**src/rtl/vector_pkg.sv**
```systemverilog
// ---------------------------------------------------------------------------
// vector_pkg
// Shared types and constants for the vector line engine.
//   vle_state_t : engine state encoding. The SETTLE state is present only
//                 when VECTOR_SETTLE_EN is defined.
//   VLE_COORD_W : default coordinate / DAC code width.
//   VLE_ERR_W   : signed Bresenham error width. Two bits wider than the
//                 coordinates, so a full-scale line cannot overflow it.
// ---------------------------------------------------------------------------
package vector_pkg;

  localparam int VLE_COORD_W = 12;
  localparam int VLE_ERR_W   = VLE_COORD_W + 2;

  typedef enum logic [1:0] {
    ST_IDLE   = 2'd0,
    ST_DRAW   = 2'd1,
    ST_JUMP   = 2'd2
`ifdef VECTOR_SETTLE_EN
    ,
    ST_SETTLE = 2'd3
`endif
  } vle_state_t;

endpackage

```
**src/rtl/bresenham_step.sv**
```systemverilog
// ---------------------------------------------------------------------------
// bresenham_step
// One purely combinational Bresenham step. Given the running error term,
// the signed deltas and step directions, it returns the next beam position
// and the next error term. An X step and a Y step can both happen in one
// step, which gives a diagonal move.
//   err      in  ERR_W    running error (signed)
//   dx       in  ERR_W    |tx-cx| (signed, >= 0)
//   dy       in  ERR_W    -|ty-cy| (signed, <= 0)
//   sx_neg   in  1        X steps toward smaller codes when set
//   sy_neg   in  1        Y steps toward smaller codes when set
//   cur_x/y  in  COORD_W  current beam position
//   next_x/y out COORD_W  position after this step
//   next_err out ERR_W    error after this step
// ---------------------------------------------------------------------------
module bresenham_step
  import vector_pkg::*;
#(
  parameter int COORD_W = VLE_COORD_W,
  parameter int ERR_W   = VLE_ERR_W
) (
  input  logic signed [ERR_W-1:0]   err,
  input  logic signed [ERR_W-1:0]   dx,
  input  logic signed [ERR_W-1:0]   dy,
  input  logic                      sx_neg,
  input  logic                      sy_neg,
  input  logic        [COORD_W-1:0] cur_x,
  input  logic        [COORD_W-1:0] cur_y,
  output logic        [COORD_W-1:0] next_x,
  output logic        [COORD_W-1:0] next_y,
  output logic signed [ERR_W-1:0]   next_err
);

  logic signed [ERR_W:0] e2;
  logic signed [ERR_W:0] dx_ext;
  logic signed [ERR_W:0] dy_ext;
  logic                  step_x;
  logic                  step_y;

  // e2 needs one extra bit so that doubling the error cannot overflow.
  // Both step decisions use the same e2, taken from the error before
  // either update is applied.
  always_comb begin
    e2     = {err, 1'b0};
    dx_ext = {dx[ERR_W-1], dx};
    dy_ext = {dy[ERR_W-1], dy};
    step_x = (e2 >= dy_ext);
    step_y = (e2 <= dx_ext);

    next_err = err;
    if (step_x) next_err = next_err + dy;
    if (step_y) next_err = next_err + dx;

    next_x = cur_x;
    if (step_x) next_x = sx_neg ? (cur_x - COORD_W'(1)) : (cur_x + COORD_W'(1));

    next_y = cur_y;
    if (step_y) next_y = sy_neg ? (cur_y - COORD_W'(1)) : (cur_y + COORD_W'(1));
  end

endmodule

```
**src/rtl/vector_line_engine.sv**
```systemverilog
// ---------------------------------------------------------------------------
// vector_line_engine
// Responder for the point-command interface. Each accepted request either
// jumps the beam, blanked, to (x,y) or draws a lit Bresenham line there
// from the current position. All outputs are registered.
//   clk      in  1        system clock, rising edge
//   reset    in  1        asynchronous reset, active low
//   x, y     in  COORD_W  target coordinate, sampled on accept
//   draw     in  1        draw request (lit line to target)
//   jump     in  1        jump request (blanked move); wins over draw
//   ready    out 1        idle and able to accept a request
//   dac_x/y  out COORD_W  current beam DAC codes
//   beam_on  out 1        beam unblank enable
// Optional feature: define VECTOR_SETTLE_EN to hold the beam blanked for
// SETTLE_CYCLES after every jump, so the deflection amplifiers can settle.
// ---------------------------------------------------------------------------
module vector_line_engine
  import vector_pkg::*;
#(
  parameter int COORD_W       = VLE_COORD_W,
  parameter int STEP_DIV      = 1,
  parameter int SETTLE_CYCLES = 64
) (
  input  logic               clk,
  input  logic               reset,
  input  logic [COORD_W-1:0] x,
  input  logic [COORD_W-1:0] y,
  input  logic               draw,
  input  logic               jump,
  output logic               ready,
  output logic [COORD_W-1:0] dac_x,
  output logic [COORD_W-1:0] dac_y,
  output logic               beam_on
);

  localparam int ERR_W = COORD_W + 2;
  localparam int DIV_W = (STEP_DIV > 1) ? $clog2(STEP_DIV) : 1;
  localparam logic [DIV_W-1:0] DIV_LAST = DIV_W'(STEP_DIV - 1);

  vle_state_t               state, state_nxt;
  logic                     ready_nxt;
  logic                     beam_nxt;
  logic [COORD_W-1:0]       dac_x_nxt, dac_y_nxt;
  logic [COORD_W-1:0]       tx, ty, tx_nxt, ty_nxt;
  logic signed [ERR_W-1:0]  err, err_nxt;
  logic signed [ERR_W-1:0]  dx_r, dx_nxt;
  logic signed [ERR_W-1:0]  dy_r, dy_nxt;
  logic                     sx_neg, sx_neg_nxt;
  logic                     sy_neg, sy_neg_nxt;
  logic [DIV_W-1:0]         div_cnt, div_nxt;
  logic [COORD_W-1:0]       abs_x, abs_y;
  logic [COORD_W-1:0]       step_x, step_y;
  logic signed [ERR_W-1:0]  step_err;
  logic                     at_target;

`ifdef VECTOR_SETTLE_EN
  localparam int SET_W = (SETTLE_CYCLES > 1) ? $clog2(SETTLE_CYCLES) : 1;
  localparam logic [SET_W-1:0] SET_LAST = SET_W'(SETTLE_CYCLES - 1);
  logic [SET_W-1:0] settle_cnt, settle_nxt;
`endif

  bresenham_step #(
    .COORD_W (COORD_W),
    .ERR_W   (ERR_W)
  ) u_step (
    .err      (err),
    .dx       (dx_r),
    .dy       (dy_r),
    .sx_neg   (sx_neg),
    .sy_neg   (sy_neg),
    .cur_x    (dac_x),
    .cur_y    (dac_y),
    .next_x   (step_x),
    .next_y   (step_y),
    .next_err (step_err)
  );

  // State and datapath registers. Reset drops everything straight back to
  // the idle, blanked, origin condition, aborting any line in progress.
  always_ff @(posedge clk or negedge reset) begin
    if (!reset) begin
      state      <= ST_IDLE;
      ready      <= 1'b1;
      beam_on    <= 1'b0;
      dac_x      <= '0;
      dac_y      <= '0;
      tx         <= '0;
      ty         <= '0;
      err        <= '0;
      dx_r       <= '0;
      dy_r       <= '0;
      sx_neg     <= 1'b0;
      sy_neg     <= 1'b0;
      div_cnt    <= '0;
`ifdef VECTOR_SETTLE_EN
      settle_cnt <= '0;
`endif
    end else begin
      state      <= state_nxt;
      ready      <= ready_nxt;
      beam_on    <= beam_nxt;
      dac_x      <= dac_x_nxt;
      dac_y      <= dac_y_nxt;
      tx         <= tx_nxt;
      ty         <= ty_nxt;
      err        <= err_nxt;
      dx_r       <= dx_nxt;
      dy_r       <= dy_nxt;
      sx_neg     <= sx_neg_nxt;
      sy_neg     <= sy_neg_nxt;
      div_cnt    <= div_nxt;
`ifdef VECTOR_SETTLE_EN
      settle_cnt <= settle_nxt;
`endif
    end
  end

  // Next-state and next-output logic. ready is only ever high in IDLE, so
  // requests arriving while busy fall through and are lost. A draw only
  // evaluates a step once every STEP_DIV cycles. The "arrived" check comes
  // before stepping, so the final point is held lit for one full step time.
  always_comb begin
    state_nxt  = state;
    ready_nxt  = ready;
    beam_nxt   = beam_on;
    dac_x_nxt  = dac_x;
    dac_y_nxt  = dac_y;
    tx_nxt     = tx;
    ty_nxt     = ty;
    err_nxt    = err;
    dx_nxt     = dx_r;
    dy_nxt     = dy_r;
    sx_neg_nxt = sx_neg;
    sy_neg_nxt = sy_neg;
    div_nxt    = div_cnt;
`ifdef VECTOR_SETTLE_EN
    settle_nxt = settle_cnt;
`endif

    abs_x     = (x >= dac_x) ? (x - dac_x) : (dac_x - x);
    abs_y     = (y >= dac_y) ? (y - dac_y) : (dac_y - y);
    at_target = (dac_x == tx) && (dac_y == ty);

    case (state)
      ST_IDLE: begin
        if (ready && jump) begin
          dac_x_nxt = x;
          dac_y_nxt = y;
          tx_nxt    = x;
          ty_nxt    = y;
          beam_nxt  = 1'b0;
          ready_nxt = 1'b0;
          state_nxt = ST_JUMP;
        end else if (ready && draw) begin
          tx_nxt     = x;
          ty_nxt     = y;
          dx_nxt     = $signed({2'b00, abs_x});
          dy_nxt     = -$signed({2'b00, abs_y});
          err_nxt    = dx_nxt + dy_nxt;
          sx_neg_nxt = (x < dac_x);
          sy_neg_nxt = (y < dac_y);
          div_nxt    = '0;
          beam_nxt   = 1'b1;
          ready_nxt  = 1'b0;
          state_nxt  = ST_DRAW;
        end
      end

      ST_DRAW: begin
        if (div_cnt == DIV_LAST) begin
          div_nxt = '0;
          if (at_target) begin
            beam_nxt  = 1'b0;
            ready_nxt = 1'b1;
            state_nxt = ST_IDLE;
          end else begin
            dac_x_nxt = step_x;
            dac_y_nxt = step_y;
            err_nxt   = step_err;
          end
        end else begin
          div_nxt = div_cnt + DIV_W'(1);
        end
      end

      ST_JUMP: begin
`ifdef VECTOR_SETTLE_EN
        if (SETTLE_CYCLES > 0) begin
          settle_nxt = '0;
          state_nxt  = ST_SETTLE;
        end else begin
          ready_nxt = 1'b1;
          state_nxt = ST_IDLE;
        end
`else
        ready_nxt = 1'b1;
        state_nxt = ST_IDLE;
`endif
      end

`ifdef VECTOR_SETTLE_EN
      ST_SETTLE: begin
        if (settle_cnt == SET_LAST) begin
          ready_nxt = 1'b1;
          state_nxt = ST_IDLE;
        end else begin
          settle_nxt = settle_cnt + SET_W'(1);
        end
      end
`endif

      default: begin
        beam_nxt  = 1'b0;
        ready_nxt = 1'b1;
        state_nxt = ST_IDLE;
      end
    endcase
  end

endmodule

```
**config.mk**
```make
export PLATFORM = sky130hd
export DESIGN_NAME = vector_line_engine
export DESIGN_NICKNAME = d
export VERILOG_FILES = /design/src/rtl/vector_pkg.sv /design/src/rtl/bresenham_step.sv /design/src/rtl/vector_line_engine.sv
export SDC_FILE = /design/constraint.sdc
export NUM_CORES = 1
export LEC_CHECK = 0
export ABC_AREA = 1
export CAP_MARGIN = 0
export CORE_ASPECT_RATIO = 0.75
export CORE_MARGIN = 4
export CORE_UTILIZATION = 57
export DETAILED_ROUTE_END_ITERATION = 16
export PLACE_DENSITY_LB_ADDON = 0.05
export SYNTH_ARGS = -nofsm -noshare
export SYNTH_HDL_FRONTEND = slang
export SYNTH_HIERARCHICAL = 1
export SYNTH_SLANG_ARGS = --single-unit
```
**constraint.sdc**
```tcl
create_clock -name clk -period 4.3 [get_ports clk]
set_clock_uncertainty 0.1 [all_clocks]
set_input_delay 0.43 -clock clk [delete_from_list [all_inputs] [get_ports clk]]
set_output_delay 0.43 -clock clk [all_outputs]
set_load 0.02 [all_outputs]
```
==> results of run 1 <==
## per-stage QoR
step | hold slack [ns] | worst slack, ns | setup TNS, ns | area [um2]
floorplan | 0.03441 | 0.1810 | 0 | 11300
global placement | 0.3845 | -0.2931 | -1.999 | 13550
detailed placement | 0.3893 | -0.4736 | -3.520 | 13550
CTS | 0.1174 | 0.003561 | 0 | 13880
global route | 0.1530 | -0.07124 | -0.2326 | 14260
finish | 0.07267 | 0.2111 | 0 | 14260
## registers in the layout, indices dropped and copies added (netlist names)
name	flops
beam_on	1
dac_x	12
dac_y	12
dx_r	12
dy_r	14
err	14
ready	1
state	2
sx_neg	1
sy_neg	1
tx	12
ty	12
## routing by layer
metal / up-vias / part of all wire (%) / track usage [%]
met3: 57 / 7.9 / 5.421
met4: 0 / 1.9 / 6.667
met5: - / 0 / 0
met1: 5608 / 48 / 48.52
li1: 5967 / - / -
met2: 462 / 42 / 46.79
## what timing repair did
item	4_1_cts	5_1_grt
setup buffers	1	5
cloned	0	0
hold endpoints to repair	0	0
pin swaps	1	22
setup endpoints to repair	6	10
gates resized for setup	6	80
## area by class of cell
class,instances,area share [%]
Clock inverter,7,0.5177
Multi-Input combinational cell,1330,57.56
Antenna cell,1,0.01755
Clock buffer,9,1.579
Tap cell,253,2.220
Inverter,224,5.896
Timing Repair Buffer,274,15.69
Sequential cell,94,16.52
## critical path: cells and delay by family, from the launching register on
family | cells | cell delay, ns
DFF | 1 | 0.45
AOI/OAI and AO/OA | 5 | 0.90
and+or+nand+nor | 14 | 1.51
adders and majority gates | 2 | 0.58
buffers and inverters | 2 | 0.28
xor gates and xnor gates | 1 | 0.17
## logic make-up (layout without fill, tap and decap cells)
group                      count (synthesis)  count (layout)
other                                      1               5
muxes                                      2               2
and+or+nand+nor                          760             760
AOI/OAI and AO/OA                        323             323
xor gates and xnor gates                  98              98
buffers and inverters                    270             514
adders and majority gates                143             143
DFF                                       94              94
## final timing paths
check,start,to,slack [ns],cells past startpoint
min in group clk,x[11],dac_x[11]$_DFFE_PN0P_,0.36,3
max in group asynchronous,reset,ty[3]$_DFFE_PN0P_,3.05,2
hold reg to reg,ty[3]$_DFFE_PN0P_,ty[3]$_DFFE_PN0P_,0.41,2
setup reg to reg,dy_r[11]$_DFFE_PN0P_,err[11]$_DFFE_PN0P_,0.21,24
setup / recovery,dy_r[11]$_DFFE_PN0P_,err[11]$_DFFE_PN0P_,0.21,24
hold / removal,reset,dac_x[7]$_DFFE_PN0P_,0.07,1
## cell usage after synthesis, drive strengths merged (6+ instances only)
cell	instances
nand2	512
inv	223
o21ai	173
ha	134
nor2	108
a21oi	101
dfrtp	93
nand3	79
xor2	63
xnor2	35
clkbuf	26
nand4	21
buf	20
a31oi	15
or2	14
fa	9
nor3	8
and2	7
a21o	6
nand3b	6
o21bai	6
==> flow_metrics.py, run 1 <==
metrics = {
    "status": {
        "status": "complete, no violations",
    },
    "synthesis": {
        "synth_edf_count": 0,
        "synthArstFlopShare_pct": 100.0,
        "synth_xor_xnor_area_share_pct": 7.604,
        "syn_area_um2": 11290,
        "synth_top_family_by_area": "simple AND/OR/NAND/NOR gates",
        "synthTopCellsByArea": "dfrtp_1 (21%), nand2_1 (16%), ha_1 (15%)",
        "ys_seq_area_share_pct": 20.85,
        "ys_warn_count": 6,
        "yosysTopAreaCell": "dfrtp_1",
        "synth_top_area_share_pct": 20.62,
        "yosys.area_share.adder_pct": 16.45,
        "synth.avg_cell_area_um2": 6.676,
        "synth-seq-cells": 94,
        "netlist_instances": 1691,
        "synth_mux_area_share_pct": 0.1884,
        "synth.distinct_cells": 56,
        "synth_compound_area_share_pct": 15.48,
        "yosys.area_share.simple_pct": 29.74,
        "ys.flop_type": "dfrtp_1",
    },
    "clock_network": {
        "clock_path_buffers": 2,
        "clk_latency_ns": 0.36,
        "cts-root-buf": "clkbuf_16",
        "cts_num_sinks": 94,
        "holdBufCountCts": 0,
        "ctsHtreeMaxLevel": 3,
        "cts_tree": "built",
        "path_clk_slew_ns": 0.08,
        "cts_buffers": 9,
    },
    "routing": {
        "avgViaCountPerCell": 5.517,
        "routed_wl_mm": 35.70,
        "dr.pass1.iters": 7,
        "routed-via-count": 12090,
        "drtIter0Drc": 1376,
        "wire_per_inst_um": 16.29,
        "ant_nets": 0,
        "drcViolationCount": 0,
    },
    "critical_path": {
        "cp_cell_sequence": "inv_1 -> ha_1 -> nand2_1 -> nor2_1 -> nor3b_2 -> nand2_1 -> nand2_1 -> nand2_1 -> nand2_4 -> buf_4 -> nor2_1 -> a21oi_1 -> ha_1 -> a21oi_1 -> o21ai_0 -> a21oi_1 -> o21ai_0 -> xor2_1 -> nand2_1 -> nand2_1 -> nor2_1 -> nor2_1 -> nand2_1 -> nand2_1",
        "start_kind": "flip-flop",
        "slowest_delay_ns": 0.45,
        "critical_path_arrival_ns": 4.25,
        "slowest_stage": "dfrtp_1",
        "end_kind": "flip-flop",
        "crit_top_cell": "nand2_1",
        "critPathKind": "flip-flop to flip-flop",
        "crit_fanout": 17,
        "cp.required_ns": 4.46,
    },
    "place": {
        "gp_congestion": 0.9586,
        "dp.cells": 2169,
        "port_buffers": 53,
        "hpwl_mm": 28.11,
    },
    "sta": {
        "maxSlewViolCount": 0,
        "slew_headroom_pct": 23.14,
        "fmaxAchievable_mhz": 244.6,
        "finalCritPeriodShare_pct": 95.09,
        "finalCriticalPeriod_ns": 4.089,
        "hold_violations": 0,
        "tightest_slew_ns": 1.149,
        "setup_viol": 0,
    },
    "layout": {
        "area_delta_synth_final_pct": 26.32,
        "nets": 2104,
        "instances_no_fill": 2192,
        "final-seq-area_um2": 2356,
        "mostFrequentLayoutCells": "nand2_1 (485), buf_4 (220), inv_1 (215)",
        "multi_input_area_um2": 8208,
        "final_core_util_pct": 73.59,
        "final_common_cell": "nand2_1",
        "num-fill-cells": 1625,
        "drive_above_1_share_pct": 18.68,
    },
    "global_routing": {
        "antenna_found_initial": 0,
        "grt_pass1_vias": 11030,
        "grt_first_pass_wirelength_mm": 56.34,
        "grt_usage_pct": 31.68,
        "overflow": 0,
        "grt_max_degree": 67,
    },
    "floorplanning": {
        "dieHeight_um": 129.9,
        "initial_core_util_pct": 58.25,
        "core_um2": 19380,
        "die_area_um2": 22140,
        "rows": 44,
        "die_x_um": 170.5,
        "io_pins": 54,
    },
    "job": {
        "cap_violations": 0,
    },
    "hold_path": {
        "hold_path.class": "primary input to asynchronous set/reset pin",
    },
}
Power of run 1 is not shown: default switching activity piles up to over one toggle a cycle in this logic, so the estimate is an artifact.
==> run 2, diff against run 1 <==
==> constraint.sdc (replaced) <==
create_clock -name clk -period 4.3 [get_ports clk]
set_clock_uncertainty 0.1 [all_clocks]
set_input_delay 0.645 -clock clk [delete_from_list [all_inputs] [get_ports clk]]
set_output_delay 0.645 -clock clk [all_outputs]
set_load 0.02 [all_outputs]
==> run 2 against run 1 <==
Compared with the run above: critical path depth rose by 8; final cell count grew 2.6%; die area unchanged; worst setup slack lost 0.16 ns; sequential share of layout area decreased by 0.79 points; hold slack better by 0.22 ns; critical path type is now primary input to flip-flop; sequential cell count stayed put; utilization rose by 3.6 points; first-iteration DRC count rose by 1.2%; register-to-register slack worse by 0.02 ns; wire length grew 7.1%; global-route usage rose by 1.5 points.
==> flow_metrics.py, run 2 (same netlist as run 1, synthesis figures left out) <==
metrics = {
    "status": {
        "status": "complete, no violations",
    },
    "sta": {
        "setup_viol": 0,
        "holdWs_ns": 0.2959,
        "tightest_slew_ns": 1.175,
        "finalCritPeriodShare_pct": 98.75,
        "fmaxAchievable_mhz": 235.5,
        "slew_headroom_pct": 21.39,
        "hold_violations": 0,
        "maxSlewViolCount": 0,
        "finalCriticalPeriod_ns": 4.246,
        "rsz0062_at_grt": "yes",
    },
    "global_routing": {
        "met1_usage_pct": 49.10,
        "gr-usage-met3_pct": 5.239,
        "grtUsageMet2_pct": 51.42,
        "grt_pass1_vias": 11570,
        "grt_usage_pct": 33.22,
        "overflow": 0,
        "grt_max_degree": 70,
        "antenna_found_initial": 0,
        "grt_first_pass_wirelength_mm": 58.92,
        "grt_busiest_layer": "met2",
    },
    "clock_network": {
        "cts-root-buf": "clkbuf_16",
        "ctsHtreeMaxLevel": 3,
        "clock_path_buffers": 2,
        "cts_tree": "built",
        "cts_num_sinks": 94,
        "clk_latency_ns": 0.36,
        "holdBufCountCts": 0,
        "cts_buffers": 9,
        "path_clk_slew_ns": 0.08,
    },
    "floorplanning": {
        "dieHeight_um": 129.9,
        "die_x_um": 170.5,
        "core_um2": 19380,
        "die_area_um2": 22140,
        "initial_core_util_pct": 58.25,
        "io_pins": 54,
        "rows": 44,
    },
    "routing": {
        "routed_wl_mm": 38.23,
        "wire_per_inst_um": 16.99,
        "routed-via-count": 12600,
        "ant_nets": 0,
        "drtIter0Drc": 1393,
        "avgViaCountPerCell": 5.600,
        "drcViolationCount": 0,
        "dr.pass1.iters": 6,
    },
    "critical_path": {
        "critical_path_arrival_ns": 4.40,
        "critPathKind": "primary input to flip-flop",
        "crit_fanout": 3,
        "slowest_stage": "fa_2",
        "crit_top_cell": "nand2_1",
        "cp.required_ns": 4.46,
        "slowest_delay_ns": 0.41,
        "end_kind": "flip-flop",
        "start_kind": "primary input",
    },
    "layout": {
        "largestRegisters": "dy_r x14, err x14",
        "nets": 2163,
        "area_delta_synth_final_pct": 32.57,
        "final_cell_area_um2": 14960,
        "instances_no_fill": 2250,
        "mostFrequentLayoutCells": "nand2_1 (481), buf_4 (277), inv_1 (197)",
        "n_antenna_cell": 0,
        "final_common_cell": "nand2_1",
        "drive_above_1_share_pct": 23.23,
    },
    "hold_path": {
        "hold_path.class": "primary input to asynchronous set/reset pin",
    },
    "place": {
        "gp_congestion": 0.9675,
        "dp.cells": 2205,
        "post_dp_cell_area_um2": 13820,
        "port_buffers": 53,
        "hpwl_mm": 28.74,
    },
    "job": {
        "cap_violations": 0,
    },
}
## run 2: cell count changes in the layout (fill, tap and decap cells not counted), moves of 3 or more
cell,before,now
nand2_1,485,481
ha_4,11,24
buf_4,220,277
inv_1,215,197
clkdlybuf4s50_1,40,32
inv_2,8,25
dlygate4sd2_1,0,3
ha_1,120,106
a21oi_1,93,90
dlymetal6s2s_1,12,15
## run 2: worst paths after layout
kind                                      start              endpoint  slack [ns]  cells after the start
setup / recovery                           y[1]   err[11]$_DFFE_PN0P_        0.05                     32
hold / removal                            reset  dac_x[7]$_DFFE_PN0P_        0.30                      1
setup reg to reg           dac_y[0]$_DFFE_PN0P_   err[11]$_DFFE_PN0P_        0.19                     31
hold reg to reg              ty[10]$_DFFE_PN0P_    ty[10]$_DFFE_PN0P_        0.41                      2
max in group asynchronous                 reset     ty[1]$_DFFE_PN0P_        2.86                      2
min in group clk             ty[10]$_DFFE_PN0P_    ty[10]$_DFFE_PN0P_        0.41                      2
## run 2: cell type report
type / instances / area (um2)
tap: 253 / 316.6
clock buffer: 9 / 225.2
timing repair buffer: 333 / 2691
fill: 1510 / 4414
clock inverter: 7 / 73.82
multi-input combinational: 1330 / 8458
inverter: 224 / 844.6
sequential: 94 / 2355
## run 2: worst max-delay path: cells and delay by family
kind | cells | cell delay (ns)
buffers and inverters | 7 | 0.85
AND/OR/NAND/NOR | 21 | 1.88
adder cells (fa/ha/maj) | 2 | 0.67
AO/OA/AOI/OAI | 2 | 0.33
## run 2: what timing repair did
action | in CTS | in global routing
gates resized for setup | 41 | 108
buffers inserted | 13 | 16
setup endpoints to repair | 10 | 10
pin swaps | 18 | 37
endpoints found under the hold margin | 0 | 0
## run 2: per-stage QoR
stage	util [%]	worst slack (ns)	TNS, ns
after global placement	71.29	-0.5372	-4.229
after floorplan	-	0.04339	0
final	77.22	0.05391	0
after CTS	74.23	0.0004268	0
after detailed placement	71.29	-0.7337	-6.194
after global routing	77.22	-0.1586	-0.7256
## run 2: routing by layer
layer	part of all wire (%)	up-vias	routed length, um
li1	-	6077	-
met1	46	5949	17480
met2	44	510	16870
met3	8.4	64	3229
met4	1.7	0	652
met5	0	-	0
Power of run 2 is left out for the same reason.
